File: config.mk
export PLATFORM = sky130hd
export DESIGN_NAME = mem_arbiter
export DESIGN_NICKNAME = d
export VERILOG_FILES = /design/src/rtl/mem_arbiter.sv
export SDC_FILE = /design/constraint.sdc
export NUM_CORES = 1
export LEC_CHECK = 0
export CAP_MARGIN = 10
export CORE_MARGIN = 5
export CORE_UTILIZATION = 49
export DETAILED_ROUTE_END_ITERATION = 10
export DONT_BUFFER_PORTS = 1
export GPL_ROUTABILITY_DRIVEN = 1
export MAX_ROUTING_LAYER = met4
export PLACE_DENSITY = 0.7
export SLEW_MARGIN = 10
export SYNTH_ARGS = -nofsm -noshare
export SYNTH_HDL_FRONTEND = slang
export SYNTH_SLANG_ARGS = --single-unit
File: constraint.sdc
create_clock -name clk -period 2.7 [get_ports clk]
set_input_delay 0.54 -clock clk [delete_from_list [all_inputs] [get_ports clk]]
set_output_delay 0.54 -clock clk [all_outputs]
set_load 0.02 [all_outputs]
File: src/rtl/mem_arbiter.sv
// Arbitrates the single memory port between instruction fetch and load/store.
// Load/store wins ties unless it won the previous grant; unacknowledged transactions abort after TIMEOUT cycles.
module mem_arbiter #(
   parameter int unsigned TIMEOUT = 255
) (
   input  logic        clk,
   input  logic        rst,
   input  logic        if_req_i,
   input  logic [31:0] if_addr_i,
   output logic        if_valid_o,
   output logic [31:0] if_rdata_o,
   output logic        if_err_o,
   input  logic        ls_req_i,
   input  logic        ls_we_i,
   input  logic [31:0] ls_addr_i,
   input  logic [31:0] ls_wdata_i,
   input  logic [3:0]  ls_be_i,
   output logic        ls_valid_o,
   output logic [31:0] ls_rdata_o,
   output logic        ls_err_o,
   output logic [1:0]  mem_rw_o,
   output logic [31:0] mem_addr_o,
   output logic [31:0] mem_wdata_o,
   output logic [3:0]  mem_be_o,
   input  logic        mem_ack_i,
   input  logic [31:0] mem_rdata_i,
   output logic        busy_o
);

   typedef enum logic [1:0] {IDLE, FETCH, DATA, RESP} state_e;

   localparam logic [15:0] CNT_LAST = 16'(TIMEOUT - 1);

   state_e      state_q, state_d;
   logic        last_ls_q, last_ls_d;
   logic [15:0] cnt_q, cnt_d;
   logic [1:0]  mem_rw_q, mem_rw_d;
   logic [31:0] mem_addr_q, mem_addr_d;
   logic [31:0] mem_wdata_q, mem_wdata_d;
   logic [3:0]  mem_be_q, mem_be_d;
   logic        if_valid_q, if_valid_d;
   logic [31:0] if_rdata_q, if_rdata_d;
   logic        if_err_q, if_err_d;
   logic        ls_valid_q, ls_valid_d;
   logic [31:0] ls_rdata_q, ls_rdata_d;
   logic        ls_err_q, ls_err_d;
   logic [31:0] rsp_rdata;
   logic        rsp_err;

   always_comb begin
      state_d     = state_q;
      last_ls_d   = last_ls_q;
      cnt_d       = cnt_q;
      mem_rw_d    = mem_rw_q;
      mem_addr_d  = mem_addr_q;
      mem_wdata_d = mem_wdata_q;
      mem_be_d    = mem_be_q;
      if_valid_d  = 1'b0;
      if_rdata_d  = if_rdata_q;
      if_err_d    = if_err_q;
      ls_valid_d  = 1'b0;
      ls_rdata_d  = ls_rdata_q;
      ls_err_d    = ls_err_q;
      rsp_rdata   = 32'h0;
      rsp_err     = 1'b0;

      case (state_q)
         IDLE: begin
            // Fetch only wins a tie when load/store took the previous grant
            if (ls_req_i && (!if_req_i || !last_ls_q)) begin
               state_d     = DATA;
               last_ls_d   = 1'b1;
               cnt_d       = 16'h0;
               mem_rw_d    = ls_we_i ? 2'b10 : 2'b01;
               mem_addr_d  = ls_addr_i;
               mem_wdata_d = ls_wdata_i;
               mem_be_d    = ls_be_i;
            end else if (if_req_i) begin
               state_d     = FETCH;
               last_ls_d   = 1'b0;
               cnt_d       = 16'h0;
               mem_rw_d    = 2'b01;
               mem_addr_d  = if_addr_i;
               mem_wdata_d = 32'h0;
               mem_be_d    = 4'b1111;
            end
         end
         FETCH, DATA: begin
            if (mem_ack_i || cnt_q == CNT_LAST) begin
               state_d   = RESP;
               mem_rw_d  = 2'b00;
               rsp_err   = !mem_ack_i;
               rsp_rdata = (mem_ack_i && mem_rw_q == 2'b01) ? mem_rdata_i : 32'h0;
               if (state_q == FETCH) begin
                  if_valid_d = 1'b1;
                  if_rdata_d = rsp_rdata;
                  if_err_d   = rsp_err;
               end else begin
                  ls_valid_d = 1'b1;
                  ls_rdata_d = rsp_rdata;
                  ls_err_d   = rsp_err;
               end
            end else begin
               cnt_d = cnt_q + 16'd1;
            end
         end
         RESP: state_d = IDLE;
         default: state_d = IDLE;
      endcase
   end

   always_ff @(posedge clk) begin
      if (rst) begin
         state_q     <= IDLE;
         last_ls_q   <= 1'b0;
         cnt_q       <= 16'h0;
         mem_rw_q    <= 2'b00;
         mem_addr_q  <= 32'h0;
         mem_wdata_q <= 32'h0;
         mem_be_q    <= 4'h0;
         if_valid_q  <= 1'b0;
         if_rdata_q  <= 32'h0;
         if_err_q    <= 1'b0;
         ls_valid_q  <= 1'b0;
         ls_rdata_q  <= 32'h0;
         ls_err_q    <= 1'b0;
      end else begin
         state_q     <= state_d;
         last_ls_q   <= last_ls_d;
         cnt_q       <= cnt_d;
         mem_rw_q    <= mem_rw_d;
         mem_addr_q  <= mem_addr_d;
         mem_wdata_q <= mem_wdata_d;
         mem_be_q    <= mem_be_d;
         if_valid_q  <= if_valid_d;
         if_rdata_q  <= if_rdata_d;
         if_err_q    <= if_err_d;
         ls_valid_q  <= ls_valid_d;
         ls_rdata_q  <= ls_rdata_d;
         ls_err_q    <= ls_err_d;
      end
   end

   assign if_valid_o  = if_valid_q;
   assign if_rdata_o  = if_rdata_q;
   assign if_err_o    = if_err_q;
   assign ls_valid_o  = ls_valid_q;
   assign ls_rdata_o  = ls_rdata_q;
   assign ls_err_o    = ls_err_q;
   assign mem_rw_o    = mem_rw_q;
   assign mem_addr_o  = mem_addr_q;
   assign mem_wdata_o = mem_wdata_q;
   assign mem_be_o    = mem_be_q;
   assign busy_o      = (state_q != IDLE);

endmodule

==> impl_results.md, run 1 <==
- Tcrit/Tclk final: between 80% and 90%
- TNS Setup: 0 ns
- Clock transition at path regs: roughly 0.06 ns
- Final Total Pwr: 7.956 mW
- Post-route insts no fill: 865
- Max_cap viols: 0
- Post-CTS Hold Buffers: 0
- Synth Warn #: 0
- Max_slew headroom: approximately 55%
- CP cell instances: ha_1 > or4b_1 > o41ai_4 > a211oi_1 > o21ai_0
- Number of global-route vias before repair: roughly 5,100
- Crit start category: register
- Share of layout cells above drive strength 1: under 10%
- Nets: 819
- GPL Wtd Cong: about 0.88
- H-tree Lvls: 4
- Crit path DAT: around 2.7 ns
- RSZ-0062 raised after global routing: no
- Post-cts resize count: 0
- Req. time, crit path: between 3 and 4 ns
- Global-route wire length before repair: about 27,000 um
- CP Buf/Inv Count: 0
- Num CTS Buffers: 17
- EDFF count, synth: 0
- Die Wd: approximately 130 um
- ANT cells: 0
- Starting Density: approximately half
- Most common cell after layout, fill and taps aside: dfxtp_1
- Synth Area per Inst: 9.640 um2
- Post-CTS Setup Inserts: 0
- Post-synth cell types: 60
- CTS tree: yes
- PortBufs: 0
- Dpl cells: around 830
- Critical path's slowest cell: o41ai_4
- Clock Tree Root: clkbuf_16
- Core box area: between 10,000 and 15,000 um2
- Status: completed
- Fin crit period: about 2.4 ns
- Setup Crit Path Kind: register to register
- Post-Syn Area: around 6700 um2
- DRC viols: 0
- Final WL: 17,180 um
- Power Density: 1066 nW/um2
- Grt total ovfl: 0
- Max FO, Critical Path: 12
- Async S/R FF share, synth: 0%
- Most frequent cells in the layout: dfxtp_1 (157), mux2i_1 (97), nor2_1 (79)
- Net switching power figure: just under 3 mW
- Core Rows: 42
- Static Leakage: around 2.6 nW
- # setup viols final: 0
- Main flop type after synthesis: dfxtp_1
- Final hold violations: 0
- Flop pwr share: ~42%
- CP max stage delay: ~0.71 ns
- Area growth syn-to-layout: 10.61%
- Final Max Tran Viols: 0
- Clock Power Share: between 30% and 40%
- Fillers: between 1,000 and 1,500
- WL per Instance: ~20 um
- Hold WC Path Type: input port to register
- DP Wirelength: 12,190 um
- Min Hold Slack: between 0.15 and 0.2 ns
- Die Ht: between 100 and 150 um
- Net Sw Frac: 36.97%
- Worst clock skew: 0.009820 ns
- DRT antenna net count: 0
- Worst skew pair latency: around 0.43 ns
- Peak Freq: 418.9 MHz
- DRT iter0 DRCs: ~330
- Pin count of the biggest net entering global routing: ~160
- Comb pwr share: 26.1%
- Worst vdd ir: 0.0005773 V
- Setup crit end kind: register
- Mapped Cells: 700
- Die area: 16,220 um2
- Clock buffer depth: 2
- I/O pins: about 280
- GRT Util Overall: a little over a fifth
- Vias post-DR: 5,136
- Net Count, Synth: 843
- Drt pass-1 iters: 4
- Sinks on Clock Net: between 150 and 200
- Number of antenna violations at the first check in global routing: 0
- Post-synthesis sequential area ratio: a little under half
- Worst-Margin Slew: 0.6757 ns
- Cell Int Power: between 5 and 6 mW
- Synthesized flop and latch total: approximately 160
- Vias per cell: 5.938
- Delay-heaviest family, CP: compound AO/OA/AOI/OAI gates
metrics by stage:
stage	area, um2	setup WS, ns	utilization (%)
after floorplan	6748	0.6630	-
after global placement	6835	0.4522	51.21
after detailed placement	6835	0.3842	51.21
after CTS	7463	0.3490	55.91
after global routing	7463	0.1373	55.91
final	7463	0.3127	55.91
area by class of cell:
type,count,area [um2],area share (%)
Clock buffer,19,452.9,6.069
Clock inverter,13,175.2,2.347
Multi-Input combinational cell,481,3326,44.56
Sequential cell,157,3143,42.11
Inverter,9,33.78,0.4526
Timing Repair Buffer,10,112.6,1.509
Tap cell,176,220.2,2.951
path summary, 6_finish.rpt:
| kind | from | end | slack, ns | cells past startpoint |
|---|---|---|---|---|
| max reg2reg | cnt_q[1] | cnt_q[12] | 0.31 | 5 |
| max | cnt_q[1] | cnt_q[12] | 0.31 | 5 |
| min reg2reg | last_ls_q | last_ls_q | 0.49 | 2 |
| min | rst | cnt_q[8] | 0.19 | 1 |
Yosys cell counts, types with 2 or more instances:
| cell type | instances | area share, % |
|---|---|---|
| o41ai_1 | 2 | 0.26 |
| nor2_4 | 2 | 0.33 |
| nand4_1 | 5 | 0.46 |
| nor3_1 | 7 | 0.52 |
| nand3_1 | 12 | 0.89 |
| buf_4 | 6 | 0.67 |
| or2_2 | 2 | 0.19 |
| clkbuf_1 | 34 | 1.9 |
| nor2_1 | 80 | 4.5 |
| nor2b_1 | 2 | 0.19 |
| nor4b_1 | 3 | 0.39 |
| or4_2 | 2 | 0.26 |
| buf_6 | 6 | 1.0 |
| buf_2 | 6 | 0.45 |
| a31oi_1 | 4 | 0.37 |
| o311ai_0 | 2 | 0.26 |
| o41a_1 | 2 | 0.33 |
| dfxtp_1 | 157 | 47 |
| o211ai_1 | 5 | 0.56 |
| ha_1 | 5 | 0.93 |
| inv_1 | 9 | 0.50 |
| mux2i_1 | 97 | 14 |
| nand2_1 | 52 | 2.9 |
| a21oi_1 | 7 | 0.52 |
| or4_1 | 8 | 0.89 |
| o21a_1 | 2 | 0.22 |
| nand2b_1 | 70 | 6.5 |
| nor3b_1 | 2 | 0.22 |
| a22oi_1 | 32 | 3.6 |
| nor4_1 | 4 | 0.37 |
| o21ai_0 | 9 | 0.67 |
| and2_1 | 2 | 0.19 |
| a211oi_1 | 35 | 3.9 |
sequential cells by signal, summed over array words and instances (netlist names):
name and cells:
state_q 2, if_valid_o 1, cnt_q 16, last_ls_q 1, if_rdata_o 32, if_err_o 1, mem_be_o 4, ls_valid_o 1
ls_err_o 1, mem_addr_o 32, mem_wdata_o 32, ls_rdata_o 32, mem_rw_o 2
cells by family (layout without fill, tap and decap cells):
group / count (synthesis) / in the layout / synth area share, %
flops: 157 / 157 / 46.58
compound gates: 114 / 114 / 12.94
buf+inv: 62 / 51 / 4.561
simple gates: 265 / 265 / 20.60
mux: 97 / 97 / 14.39
fa+ha+maj: 5 / 5 / 0.9271
power by group through the flow:
stage | clock network (mW) | registers, mW | logic (mW)
5_1_grt | 2.68 | 3.41 | 2.28
6_report | 2.52 | 3.37 | 2.08
3_5_place_dp | 0 | 3.42 | 2.07
2_1_floorplan | 0 | 3.30 | 1.71
3_3_place_gp | 0 | 3.42 | 1.99
4_1_cts | 2.57 | 3.38 | 2.07
metal layers:
layer / GRT usage (%) / vias up / part of all wire [%]
li1: - / 2442 / -
met1: 23.68 / 2448 / 39
met2: 35.34 / 217 / 50
met3: 7.387 / 29 / 8.6
met4: 7.823 / 0 / 2.1
met5: - / - / 0
Note: power is estimated with default switching activity, not from simulation.
==> run 2, diff against run 1 <==
--- a/config.mk
+++ b/config.mk
@@ -6,8 +6,10 @@
 export NUM_CORES = 1
 export LEC_CHECK = 0
 export CAP_MARGIN = 10
+export CORE_ASPECT_RATIO = 1.75
 export CORE_MARGIN = 5
 export CORE_UTILIZATION = 49
+export CTS_BUF_LIST = sky130_fd_sc_hd__clkbuf_2 sky130_fd_sc_hd__clkbuf_4 sky130_fd_sc_hd__clkbuf_8
 export DETAILED_ROUTE_END_ITERATION = 10
 export DONT_BUFFER_PORTS = 1
 export GPL_ROUTABILITY_DRIVEN = 1
==> run 2 against run 1 <==
- sequential power is essentially flat
- register-to-register slack lost 0.03 ns
- largest cell class unchanged
- flip-flop and latch count is the same
- clock skew grew 0.010 ns
- routed wire length grew 2.2%
- critical path depth is the same
- largest power group unchanged
- critical endpoint is now cnt_q[1]
==> impl_results.md, run 2 (synthesized netlist as in run 1, its figures left out) <==
- WL per Instance: 20.34 um (+2.4%)
- Worst-Margin Slew: 0.7423 ns (+0.06666 ns)
- CTS tree: yes
- # setup viols final: 0 (unchanged)
- Max_slew headroom: 50.40% (-4.4 points)
- Die area: 16,310 um2 (+0.56%)
- Core box area: 13,450 um2 (+0.79%)
- Die Ht: 165.2 um (+30%)
- Worst skew pair latency: 0.43 ns (about the same)
- Number of global-route vias before repair: 5,355 (+5.8%)
- Post-cts resize count: 0 (unchanged)
- Tcrit/Tclk final: 89.41% (+0.99 points)
- Global-route wire length before repair: 27,310 um (+1.4%)
- Final hold violations: 0 (unchanged)
- DRT antenna net count: 0 (unchanged)
- H-tree Lvls: 4 (unchanged)
- Starting Density: 50.16% (-0.39 points)
- Post-route insts no fill: 863 (-0.23%)
- Worst vdd ir: 0.0009157 V (+59%)
- Final Max Tran Viols: 0 (unchanged)
- Worst r2r src: cnt_q[1]
- Max_cap viols: 0 (unchanged)
- Share of layout cells above drive strength 1: 9.012% (-0.13 points)
- TNS Setup: 0 ns (unchanged)
- Crit path DAT: 2.75 ns (+0.03 ns)
- Die Wd: 98.71 um (-22%)
- Clock Tree Root: clkbuf_8
- Fillers: 1,220 (+4.4%)
- PortBufs: 0 (unchanged)
- Peak Freq: 414.2 MHz (-1.1%)
- Number of antenna violations at the first check in global routing: 1 (+1)
- I/O pins: 277 (unchanged)
- Setup crit end kind: register
- Area growth syn-to-layout: 6.935%
- Post-CTS Hold Buffers: 0 (unchanged)
- Num CTS Buffers: 17 (unchanged)
- Most frequent cells in the layout: dfxtp_1 (157), mux2i_1 (97), nor2_1 (79)
- Most common cell after layout, fill and taps aside: dfxtp_1
- Post-CTS Setup Inserts: 0 (unchanged)
- R2r endpoint: cnt_q[1]
- Worst clock skew: 0.01997 ns (+0.01015 ns)
- Clock buffer depth: 2 (unchanged)
- Critical path origin: cnt_q[1]
- Dpl cells: 830 (-0.36%)
- DRT iter0 DRCs: 262 (-21%)
- Pin count of the biggest net entering global routing: 156 (unchanged)
- Req. time, crit path: 3.03 ns (about the same)
- Crit start category: register
- RSZ-0062 raised after global routing: no
- Sinks on Clock Net: 157 (unchanged)
- Power Density: 987.7 nW/um2 (-7.4%)
- Hold WC Path Type: input port to register
- Nets: 818 (-0.12%)
- Vias per cell: 5.946 (+0.13%)
- Fin crit period: 2.414 ns (+0.02682 ns)
- Grt total ovfl: 0 (unchanged)
- GPL Wtd Cong: 0.8844 (+0.99%)
- Drt pass-1 iters: 7 (+3)
- Core Rows: 56 (+33%)
- Clock transition at path regs: 0.09 ns (+0.03 ns)
- DRC viols: 0 (unchanged)
- R2R cell count: 5 (unchanged)
- Register-to-register setup slack: 0.29 ns (-0.03 ns)
- Static Leakage: 2.522 nW (-4.4%)
- Status: completed
- DP Wirelength: 12,830 um (+5.3%)
- Max FO, Critical Path: 12 (unchanged)
- GRT Util Overall: 21.30% (+0.027 points)
- Crit path to: cnt_q[1]
- Final WL: 17,560 um (+2.2%)
- Setup Crit Path Kind: register to register
- Vias post-DR: 5,131 (-0.097%)
## run 2: worst min-delay path by stage
| stage | slack, ns | startpoint | to | depth (start not counted) |
|---|---|---|---|---|
| global placement | 0.47 | last_ls_q | last_ls_q | 2 |
| global route | 0.13 | rst | mem_addr_o[16] | 1 |
| CTS | 0.14 | rst | mem_addr_o[13] | 1 |
| finish | 0.17 | rst | mem_addr_o[7] | 1 |
| floorplan | 0.43 | last_ls_q | last_ls_q | 2 |
| detailed placement | 0.49 | state_q[0] | state_q[0] | 2 |
## run 2: routing by layer
layer	track usage (%)	wire length [um]	part of all wire (%)	vias to the layer above
met3	7.188	1602	9.1	25
met1	21.74	6347	36	2415
li1	-	-	-	2429
met4	8.266	420	2.4	0
met2	37.58	9187	52	262
met5	-	0	0	-
## run 2: power breakdown
group	switching (mW)	total, mW	internal, mW
clock	0.999	1.70	0.700
combinational	1.26	2.06	0.798
sequential	0.689	3.37	2.68
## run 2: layout make-up
class                   count  area, um2  share of cell area (%)
multi-input cells         481       3326                   46.09
flip-flops and latches    157       3143                   43.56
clock buffers              17      234.0                   3.243
well taps                 174      217.7                   3.017
clock inverters            15      166.4                   2.306
repair buffers              9      92.59                   1.283
inverters                   9      33.78                  0.4682
diodes                      1      2.502                 0.03468
## run 2: worst max-delay path, stage by stage, from the launching register on
cell	delay, ns
dfxtp_1	0.44
ha_1	0.20
or4b_1	0.54
o41ai_4	0.74
a21oi_2	0.15
o32ai_2	0.24
## run 2: metrics by stage
| stage | hold WS [ns] | cell area [um2] | setup slack (ns) | util (%) | power, mW |
|---|---|---|---|---|---|
| 3_5_place_dp | 0.4943 | 6813 | 0.3205 | 50.64 | 5.476 |
| 6_report | 0.1740 | 7216 | 0.2859 | 53.64 | 7.127 |
| 4_1_cts | 0.1401 | 7213 | 0.3005 | 53.62 | 7.184 |
| 2_1_floorplan | 0.4336 | 6748 | 0.6630 | - | 5.015 |
| 5_1_grt | 0.1321 | 7216 | 0.1536 | 53.64 | 7.561 |
| 3_3_place_gp | 0.4711 | 6813 | 0.4202 | 50.64 | 5.378 |
